$ cat config.mk
export PLATFORM = sky130hd
export DESIGN_NAME = if_fetch_buffer_flat
export DESIGN_NICKNAME = d
export VERILOG_FILES = /design/src/rtl/if_fetch_buffer_if.sv /design/src/rtl/if_fetch_buffer.sv /design/src/flat_wrapper.sv
export SDC_FILE = /design/constraint.sdc
export NUM_CORES = 1
export LEC_CHECK = 0
export BUFFER_PORTS_ARGS = -buffer_cell sky130_fd_sc_hd__buf_2
export CORE_MARGIN = 2
export CORE_UTILIZATION = 50
export CTS_CLUSTER_DIAMETER = 150
export DETAILED_ROUTE_END_ITERATION = 6
export PLACE_DENSITY = 0.68
export SLEW_MARGIN = 10
export SYNTH_ARGS = -nofsm -noshare
export SYNTH_HDL_FRONTEND = slang
export SYNTH_SLANG_ARGS = --single-unit
$ cat constraint.sdc
create_clock -name clk -period 3.3 [get_ports clk]
set_input_delay 0.165 -clock clk [delete_from_list [all_inputs] [get_ports clk]]
set_output_delay 0.165 -clock clk [all_outputs]
set_load 0.02 [all_outputs]
$ cat src/rtl/if_fetch_buffer_if.sv
// Fetch-stage bundle: instruction ROM request/response channel plus the
// instruction handoff to ID and the control inputs from ID/branch resolution.
interface if_fetch_buffer_if;
   logic        stall;
   logic        flush;
   logic [31:0] flush_pc;
   logic        rom_req;
   logic [31:0] rom_addr;
   logic        rom_gnt;
   logic        rom_rvalid;
   logic [31:0] rom_rdata;
   logic        inst_valid;
   logic [31:0] inst;
   logic [31:0] inst_pc;

   // Fetch block side: issues ROM requests, presents instructions to ID
   modport master (
      input  stall, flush, flush_pc, rom_gnt, rom_rvalid, rom_rdata,
      output rom_req, rom_addr, inst_valid, inst, inst_pc
   );

   // Environment side: ROM, ID stage and branch unit
   modport slave (
      output stall, flush, flush_pc, rom_gnt, rom_rvalid, rom_rdata,
      input  rom_req, rom_addr, inst_valid, inst, inst_pc
   );
endinterface

$ cat src/rtl/if_fetch_buffer.sv
// Instruction-fetch stage: owns the PC, issues in-order ROM requests under a
// credit limit, buffers returned words with their PCs and hands one per cycle
// to ID. A flush redirects the PC and discards every response still in flight.
module if_fetch_buffer #(
   parameter logic [31:0] RESET_PC   = 32'hBFC0_0000,
   parameter int unsigned FIFO_DEPTH = 4
) (
   input logic               clk,
   input logic               rst,
   if_fetch_buffer_if.master bus
);
   localparam int AW = $clog2(FIFO_DEPTH);
   localparam int CW = AW + 1;
   localparam logic [CW:0] DEPTH_W = (CW+1)'(FIFO_DEPTH);

   logic [31:0]   pc_q, pc_d;
   logic [CW-1:0] count_q, count_d;
   logic [CW-1:0] out_q, out_d;       // requests granted but not yet answered
   logic [CW-1:0] drop_q, drop_d;     // in-flight responses to throw away
   logic [AW-1:0] wr_ptr_q, wr_ptr_d;
   logic [AW-1:0] rd_ptr_q, rd_ptr_d;
   logic [AW-1:0] ifq_wr_q, ifq_wr_d;
   logic [AW-1:0] ifq_rd_q, ifq_rd_d;

   logic [31:0] fifo_pc_mem   [FIFO_DEPTH];
   logic [31:0] fifo_data_mem [FIFO_DEPTH];
   logic [31:0] ifq_mem       [FIFO_DEPTH]; // PC of each in-flight request

   logic [CW:0] credit_sum;
   logic        req, issue, rsp, dropping, push, pop, valid;

   // Handshake decode: credit covers both buffered and in-flight words so a
   // response always has a FIFO slot waiting for it.
   always_comb begin
      credit_sum = {1'b0, count_q} + {1'b0, out_q};
      req        = !rst && !bus.flush && (credit_sum < DEPTH_W);
      issue      = req && bus.rom_gnt;
      rsp        = !rst && bus.rom_rvalid;
      dropping   = rsp && (drop_q != '0);
      push       = rsp && !dropping && !bus.flush;
      valid      = !rst && (count_q != '0);
      pop        = valid && !bus.stall && !bus.flush;
   end

   // Next-state: flush clears the FIFO and marks every outstanding response
   // (minus one arriving right now, which is simply not pushed) for dropping.
   always_comb begin
      pc_d     = issue ? pc_q + 32'd4 : pc_q;
      out_d    = out_q + CW'(issue) - CW'(rsp);
      drop_d   = dropping ? drop_q - CW'(1) : drop_q;
      count_d  = count_q + CW'(push) - CW'(pop);
      wr_ptr_d = push ? wr_ptr_q + AW'(1) : wr_ptr_q;
      rd_ptr_d = pop  ? rd_ptr_q + AW'(1) : rd_ptr_q;
      ifq_wr_d = issue ? ifq_wr_q + AW'(1) : ifq_wr_q;
      ifq_rd_d = rsp   ? ifq_rd_q + AW'(1) : ifq_rd_q;
      if (bus.flush) begin
         pc_d     = bus.flush_pc & 32'hFFFF_FFFC;
         drop_d   = out_q - CW'(rsp);
         count_d  = '0;
         wr_ptr_d = '0;
         rd_ptr_d = '0;
      end
   end

   // Control state registers
   always_ff @(posedge clk) begin
      if (rst) begin
         pc_q     <= RESET_PC;
         count_q  <= '0;
         out_q    <= '0;
         drop_q   <= '0;
         wr_ptr_q <= '0;
         rd_ptr_q <= '0;
         ifq_wr_q <= '0;
         ifq_rd_q <= '0;
      end else begin
         pc_q     <= pc_d;
         count_q  <= count_d;
         out_q    <= out_d;
         drop_q   <= drop_d;
         wr_ptr_q <= wr_ptr_d;
         rd_ptr_q <= rd_ptr_d;
         ifq_wr_q <= ifq_wr_d;
         ifq_rd_q <= ifq_rd_d;
      end
   end

   // Storage: in-flight PC queue and the instruction buffer
   always_ff @(posedge clk) begin
      if (issue) begin
         ifq_mem[ifq_wr_q] <= pc_q;
      end
      if (push) begin
         fifo_pc_mem[wr_ptr_q]   <= ifq_mem[ifq_rd_q];
         fifo_data_mem[wr_ptr_q] <= bus.rom_rdata;
      end
   end

   assign bus.rom_req    = req;
   assign bus.rom_addr   = pc_q;
   assign bus.inst_valid = valid;
   assign bus.inst       = valid ? fifo_data_mem[rd_ptr_q] : 32'h0;
   assign bus.inst_pc    = valid ? fifo_pc_mem[rd_ptr_q]   : 32'h0;

   // A response with nothing outstanding means the ROM is out of sync
   a_no_orphan_rsp: assert property (@(posedge clk) disable iff (rst)
      !(bus.rom_rvalid && out_q == '0));

endmodule

$ cat src/flat_wrapper.sv
// flat-port wrapper written by rule: the top's interface ports become plain ports
module if_fetch_buffer_flat 
#(
   parameter logic [31:0] RESET_PC   = 32'hBFC0_0000,
   parameter int unsigned FIFO_DEPTH = 4
)
  (clk, rst, bus_stall, bus_flush, bus_flush_pc, bus_rom_gnt, bus_rom_rvalid, bus_rom_rdata, bus_rom_req, bus_rom_addr, bus_inst_valid, bus_inst, bus_inst_pc);
  if_fetch_buffer_if bus_i ();
  input logic clk;
  input logic rst;
  input wire logic [$bits(bus_i.stall)-1:0] bus_stall;
  input wire logic [$bits(bus_i.flush)-1:0] bus_flush;
  input wire logic [$bits(bus_i.flush_pc)-1:0] bus_flush_pc;
  input wire logic [$bits(bus_i.rom_gnt)-1:0] bus_rom_gnt;
  input wire logic [$bits(bus_i.rom_rvalid)-1:0] bus_rom_rvalid;
  input wire logic [$bits(bus_i.rom_rdata)-1:0] bus_rom_rdata;
  output wire logic [$bits(bus_i.rom_req)-1:0] bus_rom_req;
  output wire logic [$bits(bus_i.rom_addr)-1:0] bus_rom_addr;
  output wire logic [$bits(bus_i.inst_valid)-1:0] bus_inst_valid;
  output wire logic [$bits(bus_i.inst)-1:0] bus_inst;
  output wire logic [$bits(bus_i.inst_pc)-1:0] bus_inst_pc;
  assign bus_i.stall = bus_stall;
  assign bus_i.flush = bus_flush;
  assign bus_i.flush_pc = bus_flush_pc;
  assign bus_i.rom_gnt = bus_rom_gnt;
  assign bus_i.rom_rvalid = bus_rom_rvalid;
  assign bus_i.rom_rdata = bus_rom_rdata;
  assign bus_rom_req = bus_i.rom_req;
  assign bus_rom_addr = bus_i.rom_addr;
  assign bus_inst_valid = bus_i.inst_valid;
  assign bus_inst = bus_i.inst;
  assign bus_inst_pc = bus_i.inst_pc;
  if_fetch_buffer #(.RESET_PC(RESET_PC), .FIFO_DEPTH(FIFO_DEPTH)) u_core (.clk(clk), .rst(rst), .bus(bus_i));
endmodule
==> results.toml, run 1 <==
[timing]
fin_skew_ns = 0.0109
finalSetupTns_ns = 0
period_share_pct = 82.8
slew_headroom_pct = 45.9
fmax_mhz = 366
rsz0062_at_grt = "false"
finalCriticalPeriod_ns = 2.73
worst_pin_slew_ns = 0.811
setup_violations = 0
hold_violations = 0
drv_slew = 0

[worst_hold_path]
hold_depth = 4
hold_class = "input port to flop"

[placement]
hpwl_um = 19800
globalplace.congestion = 0.826
portBuffers = 161

[synth]
post_synth_num_cell_types = 58
synth_seq_cells = 419
synth_top_flop_cell = "edfxtp_1"
netlist_instances = 891
yosys_warnings = 0
synth_area_sq_mm = 0.0165
synth_enable_flop_cells = 368
ys_async_sr_fraction_pct = 0
avgSynthCellArea_sq_um = 18.5
ys_seq_area_share_pct = 73.1

[drt]
drc_errors = 0
drtIter0Drc = 555
drt-wirelength-per-cell_um = 20.0
final_antenna_net_count = 0
vias = 8768
dr.pass1.iters = 5
via_per_inst = 5.43
wirelength_um = 32200

[layout]
ff_latch_area_sq_mm = 0.0121
syn2layout_area_growth_pct = 20.7
fillers = 2422
multiInputGateArea_sq_mm = 0.00416
antennaDiodeCount = 0
drive_gt1_share_pct = 30.5
finish.utilization_pct = 61.2
final_common_cell = "edfxtp_1"
final_cell_mix = "edfxtp_1 (368), buf_2 (161), mux4_2 (92)"
layout.nets = 1234

[setup_path]
r2r_setup_slack_ns = 0.57
cp.arrival_ns = 2.93
cp-start-kind = "flop"
crit_start = "u_core.out_q[2]"
cp_cell_sequence = "ha_1, a311o_1, or3_1, clkinv_4, and2_1, buf_4"
required_ns = 3.49
max_stage_delay_ns = 0.53
critPathCaptureType = "flop"
endpoint = "u_core.ifq_mem[2][31]"
crit_path_max_fanout = 27
path_depth = 6
r2r-start = "u_core.out_q[2]"
cp_num_buf_inv = 2
worstReg2RegEnd = "u_core.ifq_mem[2][31]"
crit_type = "flop to flop"
cp_top_family = "simple AND/OR/NAND/NOR gates"
slowest_stage = "or3_1"
reg2reg_depth = 6

[clocking]
numCtsBuffers = 43
cts_max_path_buffers = 3
root_buffer = "clkbuf_16"
clock-sinks = 419
postCtsSetupRepairBufs = 0
clkTransAtPathRegs_ns = 0.06
clk_latency_ns = 0.54
cts_tree = "yes"
cts_max_level = 2

[grt]
grt_pass1_wl_um = 50500
grt_max_degree = 64
antenna_found_initial = 0
grt.total_usage_pct = 19.3
grt_overflow_total = 0
grt_pass1_vias = 9120

[floorplanning]
core_area_sq_mm = 0.0325
die_h_um = 186
ios = 168
rows = 66
initial_utilization_pct = 50.7
fp.dieW_um = 186
dieArea_sq_mm = 0.0345

[run]
maxCapViolCount = 0

[pwr]
power_density_mw_per_mm2 = 558
p_leak_nw = 6.86
ir_drop_uv = 346

[status]
status = "complete, no violations"
[worst reg2reg max path: cells and delay by family, from the launching register on]
family,cells,cell delay (ns)
adder cells (fa/ha/maj),1,0.25
AO/OA/AOI/OAI,1,0.40
flip-flops,1,0.39
AND/OR/NAND/NOR,2,0.73
buffers and inverters,2,0.62
[how the worst min path moves through the flow]
stage                           from                    endpoint  slack, ns
detailed placement  bus_rom_rdata[2]  u_core.fifo_data_mem[0][2]       0.38
floorplan           bus_rom_rdata[0]  u_core.fifo_data_mem[0][0]       0.26
global placement    bus_flush_pc[23]     u_core.bus.rom_addr[23]       0.37
finish              bus_flush_pc[30]     u_core.bus.rom_addr[30]       0.04
CTS                 bus_flush_pc[30]     u_core.bus.rom_addr[30]       0.02
global route        bus_flush_pc[30]     u_core.bus.rom_addr[30]       0.06
[synth_stat cells, drive strengths merged, types with 2 or more instances]
cell | instances | area [sq um]
or3 | 4 | 30.0
o21ai | 9 | 45.0
a211o | 2 | 17.5
ha | 19 | 238
a31oi | 4 | 25.0
nor2b | 6 | 37.5
nand2 | 25 | 96.4
and2 | 74 | 463
xnor2 | 12 | 105
or2 | 3 | 18.8
edfxtp | 368 | 11100
nor2 | 34 | 128
xor2 | 10 | 87.6
inv | 23 | 86.3
fa | 2 | 40.0
dfxtp | 51 | 1020
mux2 | 2 | 22.5
mux4 | 92 | 2070
and3 | 5 | 31.3
mux2i | 3 | 30.0
nand4 | 10 | 68.8
clkbuf | 26 | 97.6
nor4 | 5 | 31.3
a21oi | 23 | 119
a32oi | 3 | 26.3
buf | 19 | 110
o211ai | 4 | 30.0
nand3 | 18 | 100
a221oi | 3 | 26.3
a211oi | 8 | 70.1
o21bai | 2 | 15.0
nor3 | 8 | 40.0
[area by class of cell]
type / instances / area share, %
flip-flops and latches: 419 / 60.6
multi-input cells: 406 / 20.9
repair buffers: 249 / 8.89
clock buffers: 60 / 5.82
well taps: 442 / 2.78
clock inverters: 14 / 0.559
inverters: 24 / 0.477
[cell families after synthesis]
group                      share of synthesized area, %
adders and majority gates                          1.68
and+or+nand+nor                                    6.62
xor gates and xnor gates                           1.17
muxes                                              12.9
DFF                                                73.1
AOI/OAI and AO/OA                                  2.67
buffers and inverters                              1.83
other                                            0.0227
[sequential cells by signal, summed over array words and instances, names as in the netlist, named ones only]
name / cells
u_core.fifo_pc_mem: 120
u_core.fifo_data_mem: 128
u_core.wr_ptr_q: 2
u_core.ifq_wr_q: 2
u_core.bus.rom_addr: 30
u_core.ifq_mem: 120
u_core.out_q: 3
u_core.ifq_rd_q: 2
u_core.count_q: 3
u_core.rd_ptr_q: 2
u_core.drop_q: 3
[layer usage]
layer | up-vias | routed length, um | global-route usage (%)
met4 | 0 | 580 | 5.29
met5 | - | 0 | 0
met1 | 4449 | 14200 | 26.6
li1 | 4008 | - | -
met2 | 265 | 15900 | 32.4
met3 | 46 | 1650 | 2.78
[power by group]
| group | internal (mW) | switching [mW] |
|---|---|---|
| clock | 2.53 | 1.86 |
| sequential | 5.93 | 0.116 |
| combinational | 0.317 | 0.365 |
[repair_timing]
item                      4_1_cts  5_1_grt
resized for setup               0        0
hold endpoints to repair      160        0
hold buffers                   62        0
[stage by stage]
stage          cells  hold WS [ns]  area [sq um]  setup WS, ns  power [mW]
6_report        1614        0.0373         19900         0.566        11.1
5_1_grt         1614        0.0615         19900         0.443        11.5
4_1_cts         1614        0.0246         19900         0.544        11.2
3_5_place_dp    1478         0.384         18000         0.566        6.79
3_3_place_gp    1478         0.373         18000         0.580        6.77
2_1_floorplan    894         0.264         16500         0.414        6.54
Power figures use the tool's default switching activity.
==> run 2: changes to the inputs <==
--- a/config.mk
+++ b/config.mk
@@ -5,6 +5,7 @@
 export SDC_FILE = /design/constraint.sdc
 export NUM_CORES = 1
 export LEC_CHECK = 0
+export ABC_AREA = 1
 export BUFFER_PORTS_ARGS = -buffer_cell sky130_fd_sc_hd__buf_2
 export CORE_MARGIN = 2
 export CORE_UTILIZATION = 50
==> constraint.sdc (replaced) <==
create_clock -name clk -period 2.75 [get_ports clk]
set_input_delay 0.1375 -clock clk [delete_from_list [all_inputs] [get_ports clk]]
set_output_delay 0.1375 -clock clk [all_outputs]
set_load 0.02 [all_outputs]
==> run 2 against run 1 <==
Clock power rose by 21%. Worst setup slack worse by 0.24 ns. Final area rose by 3.3%. Clock skew rose by 0.0053 ns. Wire length grew 19%. Via count increased by 35%.
==> results.toml, run 2 <==
[drt]
top_layer_used = "met4"
met3_length_um = 2540
met1_length_um = 16500
wirelength_um = 38300
drc_errors = 0
drtIter0Drc = 871
dr.pass1.iters = 7
vias = 11900
drt-wirelength-per-cell_um = 17.2
final_antenna_net_count = 0
via_per_inst = 5.32
wl_met2_um = 18500

[floorplanning]
rows = 67
dieArea_sq_mm = 0.0359
fp.dieW_um = 190
initial_utilization_pct = 51.1
ios = 168
core_area_sq_mm = 0.0337
die_h_um = 190

[layout]
layout.nets = 1844
largest_reg_flops = 128
regMostFlops = "u_core.fifo_data_mem"
antennaDiodeCount = 0
drive_gt1_share_pct = 14.8
final_area_sq_mm = 0.0206
final_common_cell = "nor2_1"
syn2layout_area_growth_pct = 19.5
final_cell_mix = "nor2_1 (376), edfxtp_1 (368), o21ai_0 (210)"
fin_cells = 2228
reg_top3 = "u_core.fifo_data_mem (128), u_core.fifo_pc_mem (120), u_core.ifq_mem (120)"

[timing]
drv_slew = 0
holdWs_ns = 0.181
fin_skew_ns = 0.0162
worst_pin_slew_ns = 0.869
period_share_pct = 88.2
finalSetupTns_ns = 0
setup_violations = 0
hold_violations = 0
slew_headroom_pct = 42.0
rsz0062_at_grt = "false"
finalCriticalPeriod_ns = 2.43
fmax_mhz = 412

[pwr]
power_density_mw_per_mm2 = 651
fin_total_pwr_mw = 13.4
p_leak_nw = 7.55
ir_drop_uv = 506

[synth]
netlist.area_leader.share_pct = 64.2
synth_largest_area_cell = "edfxtp_1"
synth_area_sq_mm = 0.0172
synth_enable_flop_cells = 368
post_synth_num_cell_types = 37
ys_async_sr_fraction_pct = 0
ys_seq_area_share_pct = 70.1
netlist_instances = 1534
ys_top_cells_by_count = "nor2_1 (384), edfxtp_1 (368), o21ai_0 (210)"
synth_top_flop_cell = "edfxtp_1"
synthMostInstantiatedCell = "nor2_1"
yosys_warnings = 0
synth_area_leaders = "edfxtp_1 (64%), nor2_1 (8.4%), o21ai_0 (6.1%)"
avgSynthCellArea_sq_um = 11.2
synth_seq_cells = 419

[setup_path]
slowest_stage = "buf_4"
endpoint = "bus_inst_pc[17]"
crit_type = "input port to primary output"
required_ns = 2.61
r2r-start = "u_core.drop_q[0]"
cp-start-kind = "input port"
max_stage_delay_ns = 0.64
cp_cell_sequence = "dlygate4sd3_1, buf_2, inv_1, nand2_2, buf_4, a21oi_1, buf_2"
cp_top_family = "buffers and inverters"
crit_start = "rst"
cp.arrival_ns = 2.29
worstReg2RegEnd = "u_core.fifo_pc_mem[0][26]"
path_depth = 7
r2r_setup_slack_ns = 0.50
reg2reg_depth = 8
crit_path_frequent_cell = "buf_2"
crit_path_max_fanout = 63
cp_num_buf_inv = 5
critPathCaptureType = "primary output"

[worst_hold_path]
hold_class = "input port to flop"

[clocking]
postCtsSetupRepairBufs = 0
cts_max_path_buffers = 3
numCtsBuffers = 42
cts_max_level = 2
root_buffer = "clkbuf_16"
cts_tree = "yes"
clock-sinks = 419
clk_latency_ns = 0.53
clkTransAtPathRegs_ns = 0.06

[placement]
hpwl_um = 22200
portBuffers = 161
dpl-instance-area_sq_mm = 0.0187
place_inst = 2091
globalplace.congestion = 0.834

[status]
status = "complete, no violations"

[run]
maxCapViolCount = 0

[grt]
grt_pass1_vias = 11600
grt_pass1_wl_um = 60000
grt_max_degree = 125
grt_overflow_total = 0
antenna_found_initial = 0
grt.total_usage_pct = 21.1
## run 2: logic make-up (layout without fill, tap and decap cells)
| group | Yosys count | after routing | share of synthesized area [%] |
|---|---|---|---|
| and+or+nand+nor | 577 | 577 | 13.3 |
| AOI/OAI and AO/OA | 344 | 344 | 10.4 |
| other | 1 | 4 | 0.0218 |
| DFF | 419 | 419 | 70.1 |
| adders and majority gates | 21 | 21 | 1.61 |
| buffers and inverters | 155 | 398 | 3.72 |
| xor gates and xnor gates | 17 | 17 | 0.865 |
## run 2: per-layer routing
layer,vias to the layer above,track usage (%)
li1,5764,-
met1,5624,28.3
met2,413,36.3
met3,56,3.23
met4,0,5.43
met5,-,0
## run 2: worst min path at each step
| stage | startpoint | endpoint | slack (ns) | cells after the start |
|---|---|---|---|---|
| finish | bus_rom_gnt | u_core.ifq_wr_q[1] | 0.18 | 3 |
| global route | bus_rom_gnt | u_core.ifq_wr_q[1] | 0.21 | 3 |
| CTS | bus_rom_gnt | u_core.ifq_wr_q[1] | 0.16 | 3 |
| detailed placement | bus_rom_rdata[26] | u_core.fifo_data_mem[3][26] | 0.36 | 1 |
| global placement | bus_rom_rdata[26] | u_core.fifo_data_mem[1][26] | 0.35 | 1 |
| floorplan | bus_rom_rdata[0] | u_core.fifo_data_mem[0][0] | 0.24 | 0 |
## run 2: cell type report
class	instances	area (sq um)
fill	2696	13100
sequential	419	12100
multi-input combinational	963	4560
timing repair buffer	255	1850
clock buffer	56	1130
tap	448	561
inverter	72	270
clock inverter	15	131
## run 2: worst reg2reg max path, stage by stage, from the launching register on
cell and delay (ns):
dfxtp_1 0.31, inv_1 0.05, ha_1 0.14, ha_1 0.15
nand2_1 0.13, nor2_1 0.21, inv_1 0.20, nor2_4 0.48
buf_12 0.26
## run 2: stage by stage
step | utilization, % | worst slack (ns)
2_1_floorplan | - | -0.246
3_3_place_gp | 55.4 | 0.537
3_5_place_dp | 55.4 | 0.504
4_1_cts | 61.1 | 0.298
5_1_grt | 61.1 | 0.217
6_report | 61.1 | 0.324
## run 2: power by group
| group | internal [mW] | total [mW] | leakage (nW) | switching, mW |
|---|---|---|---|---|
| registers | 7.10 | 7.23 | 3.74 | 0.132 |
| clock network | 3.08 | 5.31 | 0.610 | 2.23 |
| logic | 0.321 | 0.863 | 3.20 | 0.542 |
## run 2: what timing repair did
action | CTS | global route
hold buffers | 66 | 0
resized for setup | 0 | 0
hold endpoints to repair | 172 | 0
